### src/rtl/cenn_pixel_streamer_pkg.sv
//------------------------------------------------------------------------------
// Package     : cenn_pkg
// Description : Shared types and constants for the CeNN pixel streamer:
//               FSM state encoding, default frame geometry and the helper
//               that derives padded traversal dimensions.
// Revision    : 1.0 - initial release
//------------------------------------------------------------------------------
`default_nettype none

package cenn_pkg;

   // Streamer control states
   typedef enum logic [1:0] {
      ST_IDLE  = 2'd0,
      ST_FETCH = 2'd1,
      ST_DRAIN = 2'd2,
      ST_DONE  = 2'd3
   } state_e;

   // Default frame geometry
   localparam int CENN_WIDTH    = 8;
   localparam int CENN_ROWS     = 16;
   localparam int CENN_COLS     = 16;

   // Width of the boundary ring added on each side of a padded frame
   localparam int CENN_PAD_RING = 1;

   // Traversal extent of one dimension once the boundary ring is added
   function automatic int padded_dim(input int dim);
      return dim + 2 * CENN_PAD_RING;
   endfunction

endpackage

`default_nettype wire

### src/rtl/cenn_pixel_streamer_if.sv
//------------------------------------------------------------------------------
// Interface   : cenn_pixel_streamer_if
// Description : Control, RAM-read and pixel-stream signals of the CeNN pixel
//               streamer. The master modport is the streamer itself; the
//               slave modport is the surrounding RAM/consumer/controller.
// Revision    : 1.0 - initial release
//------------------------------------------------------------------------------
`default_nettype none

interface cenn_pixel_streamer_if
   import cenn_pkg::*;
#(
   parameter int width  = CENN_WIDTH,
   parameter int ADDR_W = $clog2(CENN_ROWS * CENN_COLS)
);

   logic              start;
   logic              stall;
   logic              mem_en;
   logic [ADDR_W-1:0] mem_addr;
   logic [width-1:0]  mem_data;
   logic [width-1:0]  out;
   logic              read_ready;
   logic              busy;
   logic              done;

   modport master (
      input  start, stall, mem_data,
      output mem_en, mem_addr, out, read_ready, busy, done
   );

   modport slave (
      output start, stall, mem_data,
      input  mem_en, mem_addr, out, read_ready, busy, done
   );

endinterface

`default_nettype wire

### src/rtl/cenn_pixel_streamer_raster_counter.sv
//------------------------------------------------------------------------------
// Module      : cenn_raster_counter
// Description : Raster-order row/column position counter with enable,
//               synchronous clear, column/row wrap and a last-position flag.
//               Dimensions are parameters so padded and unpadded traversals
//               share the same counter.
// Revision    : 1.0 - initial release
//------------------------------------------------------------------------------
`default_nettype none

module cenn_raster_counter #(
   parameter int ROWS = 4,
   parameter int COLS = 4,
   parameter int RW   = $clog2(ROWS),
   parameter int CW   = $clog2(COLS)
) (
   input  logic          clk,
   input  logic          rst,
   input  logic          clr,
   input  logic          en,
   output logic [RW-1:0] row,
   output logic [CW-1:0] col,
   output logic          last
);

   logic [RW-1:0] row_q, row_d;
   logic [CW-1:0] col_q, col_d;
   logic          col_last;
   logic          row_last;

   assign col_last = (col_q == CW'(COLS - 1));
   assign row_last = (row_q == RW'(ROWS - 1));

   // Next position: clear wins, otherwise step one column and wrap into the next row
   always_comb begin
      row_d = row_q;
      col_d = col_q;
      if (clr) begin
         row_d = '0;
         col_d = '0;
      end else if (en) begin
         if (col_last) begin
            col_d = '0;
            row_d = row_last ? '0 : row_q + RW'(1);
         end else begin
            col_d = col_q + CW'(1);
         end
      end
   end

   // Position registers
   always_ff @(posedge clk) begin
      if (rst) begin
         row_q <= '0;
         col_q <= '0;
      end else begin
         row_q <= row_d;
         col_q <= col_d;
      end
   end

   assign row  = row_q;
   assign col  = col_q;
   assign last = row_last && col_last;

endmodule

`default_nettype wire

### src/rtl/cenn_pixel_streamer.sv
//------------------------------------------------------------------------------
// Module      : cenn_pixel_streamer
// Description : Walks a synchronous single-port image RAM in raster order and
//               streams the pixels (out/read_ready) with start/busy/done
//               control, stall support and a 2-cycle issue-to-output latency.
//               Define CENN_STREAMER_PAD_EN to wrap the frame in a one-pixel
//               BOUNDARY ring that is produced without RAM reads.
// Revision    : 1.0 - initial release
//------------------------------------------------------------------------------
`default_nettype none

module cenn_pixel_streamer
   import cenn_pkg::*;
#(
   parameter int               width    = CENN_WIDTH,
   parameter int               ROWS     = CENN_ROWS,
   parameter int               COLS     = CENN_COLS,
   parameter int               ADDR_W   = $clog2(ROWS * COLS),
   parameter logic [width-1:0] BOUNDARY = '0
) (
   input  logic                   clk,
   input  logic                   rst,
   cenn_pixel_streamer_if.master  bus
);

`ifdef CENN_STREAMER_PAD_EN
   localparam int T_ROWS = padded_dim(ROWS);
   localparam int T_COLS = padded_dim(COLS);
`else
   localparam int T_ROWS = ROWS;
   localparam int T_COLS = COLS;
`endif
   localparam int RW = $clog2(T_ROWS);
   localparam int CW = $clog2(T_COLS);

   state_e            state_q;
   logic              busy_q;
   logic              done_q;

   logic [RW-1:0]     pos_row;
   logic [CW-1:0]     pos_col;
   logic              pos_last;
   logic              pos_pad;
   logic              advance;
   logic              issue;

   logic [ADDR_W-1:0] mem_addr_q, mem_addr_d;
   logic              s1_valid_q, s1_valid_d;
   logic              s1_pad_q, s1_pad_d;
   logic              read_ready_q, read_ready_d;
   logic [width-1:0]  out_q, out_d;

   // A traversal position is consumed every unstalled FETCH cycle, pad or not
   assign advance = (state_q == ST_FETCH) && !bus.stall;
   assign issue   = advance && !pos_pad;

   cenn_raster_counter #(
      .ROWS (T_ROWS),
      .COLS (T_COLS)
   ) u_raster (
      .clk  (clk),
      .rst  (rst),
      .clr  (state_q == ST_IDLE),
      .en   (advance),
      .row  (pos_row),
      .col  (pos_col),
      .last (pos_last)
   );

`ifdef CENN_STREAMER_PAD_EN
   // Outer ring of the padded traversal carries BOUNDARY instead of RAM data
   assign pos_pad = (pos_row == '0) || (pos_row == RW'(T_ROWS - 1)) ||
                    (pos_col == '0) || (pos_col == CW'(T_COLS - 1));
`else
   // Every position is an image pixel; row/column only drive the wrap logic
   logic unused_pos;
   assign unused_pos = ^{pos_row, pos_col};
   assign pos_pad    = 1'b0;
`endif

   // Frame control: accept start, walk positions, drain the read pipe, pulse done
   always_ff @(posedge clk) begin
      if (rst) begin
         state_q <= ST_IDLE;
         busy_q  <= 1'b0;
         done_q  <= 1'b0;
      end else begin
         done_q <= 1'b0;
         case (state_q)
            ST_IDLE: begin
               if (bus.start) begin
                  state_q <= ST_FETCH;
                  busy_q  <= 1'b1;
               end
            end
            ST_FETCH: begin
               if (advance && pos_last) begin
                  state_q <= ST_DRAIN;
               end
            end
            ST_DRAIN: begin
               // Last position reaches the output next cycle, together with done
               state_q <= ST_DONE;
               done_q  <= 1'b1;
            end
            ST_DONE: begin
               state_q <= ST_IDLE;
               busy_q  <= 1'b0;
            end
            default: begin
               state_q <= ST_IDLE;
               busy_q  <= 1'b0;
            end
         endcase
      end
   end

   // Address counter and the two-stage valid/data pipeline behind the RAM
   always_comb begin
      mem_addr_d = mem_addr_q;
      if (state_q == ST_IDLE) begin
         mem_addr_d = '0;
      end else if (issue) begin
         mem_addr_d = mem_addr_q + ADDR_W'(1);
      end
      s1_valid_d   = advance;
      s1_pad_d     = pos_pad;
      read_ready_d = s1_valid_q;
      out_d        = out_q;
      if (s1_valid_q) begin
         out_d = s1_pad_q ? BOUNDARY : bus.mem_data;
      end
   end

   // Datapath registers; reset discards anything in flight
   always_ff @(posedge clk) begin
      if (rst) begin
         mem_addr_q   <= '0;
         s1_valid_q   <= 1'b0;
         s1_pad_q     <= 1'b0;
         read_ready_q <= 1'b0;
         out_q        <= '0;
      end else begin
         mem_addr_q   <= mem_addr_d;
         s1_valid_q   <= s1_valid_d;
         s1_pad_q     <= s1_pad_d;
         read_ready_q <= read_ready_d;
         out_q        <= out_d;
      end
   end

   assign bus.mem_en     = issue;
   assign bus.mem_addr   = mem_addr_q;
   assign bus.out        = out_q;
   assign bus.read_ready = read_ready_q;
   assign bus.busy       = busy_q;
   assign bus.done       = done_q;

endmodule

`default_nettype wire

### src/flat_wrapper.sv
// flat-port wrapper written by rule: the top's interface ports become plain ports
module cenn_pixel_streamer_flat import cenn_pkg::*;
#(
   parameter int               width    = CENN_WIDTH,
   parameter int               ROWS     = CENN_ROWS,
   parameter int               COLS     = CENN_COLS,
   parameter int               ADDR_W   = $clog2(ROWS * COLS),
   parameter logic [width-1:0] BOUNDARY = '0
)
  (clk, rst, bus_start, bus_stall, bus_mem_data, bus_mem_en, bus_mem_addr, bus_out, bus_read_ready, bus_busy, bus_done);
  cenn_pixel_streamer_if #(.width(width), .ADDR_W(ADDR_W)) bus_i ();
  input  logic clk;
  input  logic rst;
  input wire logic [$bits(bus_i.start)-1:0] bus_start;
  input wire logic [$bits(bus_i.stall)-1:0] bus_stall;
  input wire logic [$bits(bus_i.mem_data)-1:0] bus_mem_data;
  output wire logic [$bits(bus_i.mem_en)-1:0] bus_mem_en;
  output wire logic [$bits(bus_i.mem_addr)-1:0] bus_mem_addr;
  output wire logic [$bits(bus_i.out)-1:0] bus_out;
  output wire logic [$bits(bus_i.read_ready)-1:0] bus_read_ready;
  output wire logic [$bits(bus_i.busy)-1:0] bus_busy;
  output wire logic [$bits(bus_i.done)-1:0] bus_done;
  assign bus_i.start = bus_start;
  assign bus_i.stall = bus_stall;
  assign bus_i.mem_data = bus_mem_data;
  assign bus_mem_en = bus_i.mem_en;
  assign bus_mem_addr = bus_i.mem_addr;
  assign bus_out = bus_i.out;
  assign bus_read_ready = bus_i.read_ready;
  assign bus_busy = bus_i.busy;
  assign bus_done = bus_i.done;
  cenn_pixel_streamer #(.width(width), .ROWS(ROWS), .COLS(COLS), .ADDR_W(ADDR_W), .BOUNDARY(BOUNDARY)) u_core (.clk(clk), .rst(rst), .bus(bus_i));
endmodule
### config.mk
export PLATFORM = sky130hd
export DESIGN_NAME = cenn_pixel_streamer_flat
export DESIGN_NICKNAME = d
export VERILOG_FILES = /design/src/rtl/cenn_pixel_streamer_pkg.sv /design/src/rtl/cenn_pixel_streamer_if.sv /design/src/rtl/cenn_pixel_streamer_raster_counter.sv /design/src/rtl/cenn_pixel_streamer.sv /design/src/flat_wrapper.sv
export SDC_FILE = /design/constraint.sdc
export NUM_CORES = 1
export LEC_CHECK = 0
export ABC_AREA = 1
export BUFFER_PORTS_ARGS = -buffer_cell sky130_fd_sc_hd__buf_4
export CORE_MARGIN = 3
export CORE_UTILIZATION = 45
export CTS_BUF_LIST = sky130_fd_sc_hd__clkbuf_16
export DETAILED_ROUTE_END_ITERATION = 8
export PLACE_DENSITY = 0.69
export SYNTH_ARGS = -nofsm -noshare
export SYNTH_HDL_FRONTEND = slang
export SYNTH_SLANG_ARGS = --single-unit
### constraint.sdc
create_clock -name clk -period 1.6 [get_ports clk]
set_input_delay 0.16 -clock clk [delete_from_list [all_inputs] [get_ports clk]]
set_output_delay 0.16 -clock clk [all_outputs]
set_load 0.05 [all_outputs]
## Yosys cells after proc, flatten, opt, wreduce, memory -nomap -nowiden

Index checks and enable logic that the tools add are counted.
Widths: inputs -> output; s select.

| cells by class | value |
|---|---|
| reductions and logical operators | 10 |
| muxes and demuxes | 8 |
| equality and inequality tests | 7 |
| add/subtract/negate cells | 3 |

Operators with widths:

| cell | number |
|---|---|
| $add 4x1->4 const B | 2 |
| $add 8x1->8 const B | 1 |
| $eq 4x4->1 const B | 2 |
| $mux 4 | 2 |
| $pmux 2 s4 | 1 |
| $reduce_and 2->1 | 3 |
| $eq 2x2->1 const B | 2 |
| $mux 2 | 2 |
| $ne 2x2->1 const B | 2 |
| $logic_and 1x1->1 | 3 |
| $eq 2x1->1 const B | 1 |
| $logic_not 2->1 | 1 |
| $mux 1 | 2 |
| $pmux 1 s2 | 1 |
| $reduce_bool 2->1 | 1 |
| $reduce_or 2->1 | 1 |
| $logic_not 1->1 | 1 |

| word-level totals | value |
|---|---|
| bits of input ports | 12 |
| word-level logic and storage cells | 37 |
| bits in registers | 30 |

## Logic depth before layout (Yosys ltp)

| logic depth | value |
|---|---|
| word-level depth | 5 |
| gate-level depth with buffers | 9 |
| gate-level depth less buffers | 9 |

## Modules after synthesis

A second synthesis with hierarchy kept.

| second synthesis, totals | value |
|---|---|
| cells, all modules | 177 |
| area, all modules | 1,322.5 µm² |

By module, submodules not included:

| module | area an instance (µm²) | seq. area each (µm²) | cells each | instances |
|---|---|---|---|---|
| cenn_pixel_streamer | 907.1 | 440.4 | 119 | 1 |
| cenn_raster_counter | 415.4 | 160.2 | 58 | 1 |

## Worst setup path after synthesis

Ideal clock, no wire load.

| timing path | value |
|---|---|
| kind | flip-flop to flip-flop |
| start point | register u_core.mem_addr_q[1], in the netlist u_core.bus.mem_addr[1] |
| end point | register u_core.mem_addr_q[4], in the netlist u_core.bus.mem_addr[4] |
| data arrival time | 1,393 ps |
| library setup time | 115 ps |
| required time | 1,485 ps |
| cell stages (with the launch flop) | 6 |
| slack | 92 ps |
| path through | dfxtp_1 -> ha_1 -> inv_1 -> nor3_2 -> a21oi_1 -> o21a_1 |

| between the ends | value |
|---|---|
| longest elaborated chain between the ends | 1 |

RTL lines:

| what | line | RTL |
|---|---|---|
| start: declaration | cenn_pixel_streamer.sv:47 | `logic [ADDR_W-1:0] mem_addr_q, mem_addr_d;` |
| start signal: assignment | cenn_pixel_streamer.sv:144 | `mem_addr_q <= mem_addr_d;` |
| $add 8x1->8 | cenn_pixel_streamer.sv:124 | `mem_addr_d = mem_addr_q + ADDR_W'(1);` |

Every way passes these cells.
A chain may end at the register's enable or synchronous reset.

## Worst setup path in the final report

| timing path | value |
|---|---|
| start point | register u_core.state_q[1] |
| end point | output port bus_mem_en |

| between the ends | value |
|---|---|
| longest elaborated chain between the ends | 2 |

RTL lines:

| what | line | RTL |
|---|---|---|
| start: declaration | cenn_pixel_streamer.sv:36 | `state_e state_q;` |
| start signal: assignment | cenn_pixel_streamer.sv:84 | `state_q <= ST_IDLE;` |
| start signal: assignment | cenn_pixel_streamer.sv:92 | `state_q <= ST_FETCH;` |
| start signal: assignment | cenn_pixel_streamer.sv:98 | `state_q <= ST_DRAIN;` |
| $eq 2x1->1 | cenn_pixel_streamer.sv:54 | `assign advance = (state_q == ST_FETCH) && !bus.stall;` |
| $logic_and 1x1->1 | cenn_pixel_streamer.sv:54 |  |
| end: declaration | flat_wrapper.sv:17 | `output wire logic [$bits(bus_i.mem_en)-1:0] bus_mem_en;` |

Every way passes these cells.

==> results.py <==
metrics = {
    "status": {
        "status": "finished, final reports clean",
    },
    "placed_design": {
        "place.gp.congestion": 0.6899,
        "place_area_um2": 1549,
        "dp_hpwl_mm": 1.972,
        "placedCellCount": 229,
        "portBuffers": 31,
    },
    "finish": {
        "final_cell_mix": "nor2_1, buf_4, dfxtp_1",
        "diodes": 0,
        "finalNonFillerCells": 239,
        "nFillCells": 232,
        "final_cell_area_um2": 1733,
        "nets": 228,
        "final_common_cell": "nor2_1",
        "drive_gt1_frac": 0.2344,
        "area_growth_pct": 34.60,
    },
    "yosys": {
        "syn_inst": 169,
        "syn_nets": 188,
        "synth_flop_cell": "dfxtp_1",
        "synth_area_leader_cell": "dfxtp_1",
        "synth.avg_cell_area_um2": 7.618,
        "synth_edf_count": 0,
        "seq_area_frac_synth": 0.4665,
        "synth_top_area_frac": 0.4665,
        "async_flop_share": 0,
        "ys_ff_latch": 30,
        "synth.distinct_cells": 21,
        "ys_warn_count": 0,
        "yosys-top-cells-area": "dfxtp_1, nor2_1, nand2_1",
        "syn_area_um2": 1287,
    },
    "floorplanning": {
        "die_height_um": 59.49,
        "io_pins": 32,
        "dieArea_um2": 3539,
        "coreArea_um2": 2590,
        "rows": 18,
        "die_w_um": 59.49,
        "start_util": 0.4971,
    },
    "pwr": {
        "p_leak_nw": 0.7809,
        "peakVddDrop_v": 0.001087,
        "powerDensity_nw_per_um2": 1396,
        "finalPower_w": 0.002419,
    },
    "grt": {
        "first_global_vias": 1069,
        "track_usage": 0.1726,
        "grt_max_degree": 14,
        "grt_pass1_wl_mm": 4.512,
        "antenna_found_initial": 0,
        "overflow": 0,
    },
    "cts": {
        "cts_max_level": 2,
        "cts_num_sinks": 30,
        "holdBufCountCts": 0,
        "cts_max_path_buffers": 2,
        "clock_latency_ns": 0.27,
        "clk_pin_slew_ns": 0.05,
        "cts_tree": "done",
        "cts_buffers": 5,
        "clockRootBuffer": "clkbuf_16",
    },
    "critical_path": {
        "start_kind": "flop",
        "path_max_fanout": 7,
        "required_ns": 1.44,
        "worstSetupEndpointType": "output port",
        "worst-r2r-setup-slack_ns": 0.16,
        "crit_arrival_ns": 1.32,
        "path_class": "reg2out",
    },
    "route": {
        "routed-via-count": 1171,
        "drt-total-wl_mm": 2.748,
        "first_iter_violations": 51,
        "drcViolationCount": 0,
        "firstDrtPassIters": 4,
        "viasPerCell": 4.900,
        "ant_nets": 0,
        "wl_per_cell_um": 11.50,
    },
    "sta": {
        "slew_violations": 0,
        "fmax_mhz": 676.0,
        "clock_skew_ns": 0.003406,
        "finalHoldViolCount": 0,
        "finalHoldWorstSlack_ns": 0.09373,
        "maxSlewHeadroom": 0.8218,
        "worst_pin_slew_ns": 0.2658,
        "rsz0062_at_grt": "false",
        "period_needed_ns": 1.479,
        "fin_tns_setup_ns": 0,
        "fin_crit_sh": 0.9245,
        "setup_violations": 0,
    },
    "flow_run": {
        "maxCapViolCount": 0,
    },
    "hold_path": {
        "hold_class": "in2reg",
    },
}
==> per-layer routing <==
layer | vias to the layer above | track usage | wire length, um
li1 | 611 | - | -
met1 | 525 | 0.1971 | 1224
met2 | 31 | 0.2730 | 1298
met3 | 4 | 0.07407 | 182
met4 | 0 | 0.08861 | 43
met5 | - | 0 | 0
==> cell type report <==
cell class	count	area (um^2)	area share
flip-flops and latches	30	601.8	0.3473
multi-input cells	113	593.1	0.3422
repair buffers	35	275.3	0.1588
well taps	30	37.54	0.02166
clock buffers	5	125.1	0.07220
clock inverters	2	10.01	0.005776
inverters	24	90.09	0.05199
==> flip-flops by register name, indices dropped and copies added (netlist names) <==
| signal | count |
|---|---|
| u_core.bus.read_ready | 1 |
| u_core.bus.out | 8 |
| u_core.u_raster.row | 4 |
| u_core.state_q | 2 |
| u_core.u_raster.col | 4 |
| u_core.bus.busy | 1 |
| u_core.read_ready_d | 1 |
| u_core.bus.mem_addr | 8 |
| u_core.bus.done | 1 |
==> cells by family (layout without fill, tap and decap cells) <==
logic type,after synthesis,count (layout),synth area share
XOR/XNOR,3,3,0.02041
buffers and inverters,26,66,0.08260
AO/OA/AOI/OAI,29,29,0.1166
AND/OR/NAND/NOR,74,74,0.2459
adder cells (fa/ha/maj),7,7,0.06802
flip-flops,30,30,0.4665
==> repair_timing <==
action	in CTS	in global routing
setup endpoints to repair	1	4
resized for setup	1	3
buffers inserted	0	3
pin swaps	0	1
==> metrics by stage <==
step / utilization / setup WS (ns)
2_1_floorplan: - / 0.09242
3_3_place_gp: 0.5981 / 0.1678
3_5_place_dp: 0.5981 / 0.03970
4_1_cts: 0.6522 / 0.01814
6_report: 0.6691 / 0.1208
5_1_grt: 0.6691 / 0.01565
==> path summary, 6_finish.rpt <==
check	from	end	cells after the start
max	u_core.state_q[1]	bus_mem_en	5
max reg2reg	u_core.state_q[1]	u_core.bus.mem_addr[5]	8
min reg2reg	u_core.bus.mem_addr[6]	u_core.bus.mem_addr[6]	2
min	rst	u_core.read_ready_d	2
==> power by group <==
group | internal (W) | switching [W] | total [W]
Sequential | 0.000824 | 0.0000571 | 0.000881
Combinational | 0.000241 | 0.000451 | 0.000692
Clock | 0.000558 | 0.000288 | 0.000846
==> synthesized netlist by cell type, types with 2 or more instances <==
master,count
a21oi_1,11
dfxtp_1,30
nor2_1,35
nand2_1,25
ha_1,7
inv_1,22
o21ai_0,16
xor2_1,3
nand3_1,7
nand4_1,2
==> critical path, cell delays in order (launching register included) <==
cell	delay (ns)
dfxtp_2	0.33
inv_1	0.09
ha_2	0.21
nand2_4	0.10
inv_2	0.12
buf_4	0.21
No activity file was read; power rests on OpenSTA's default activity.
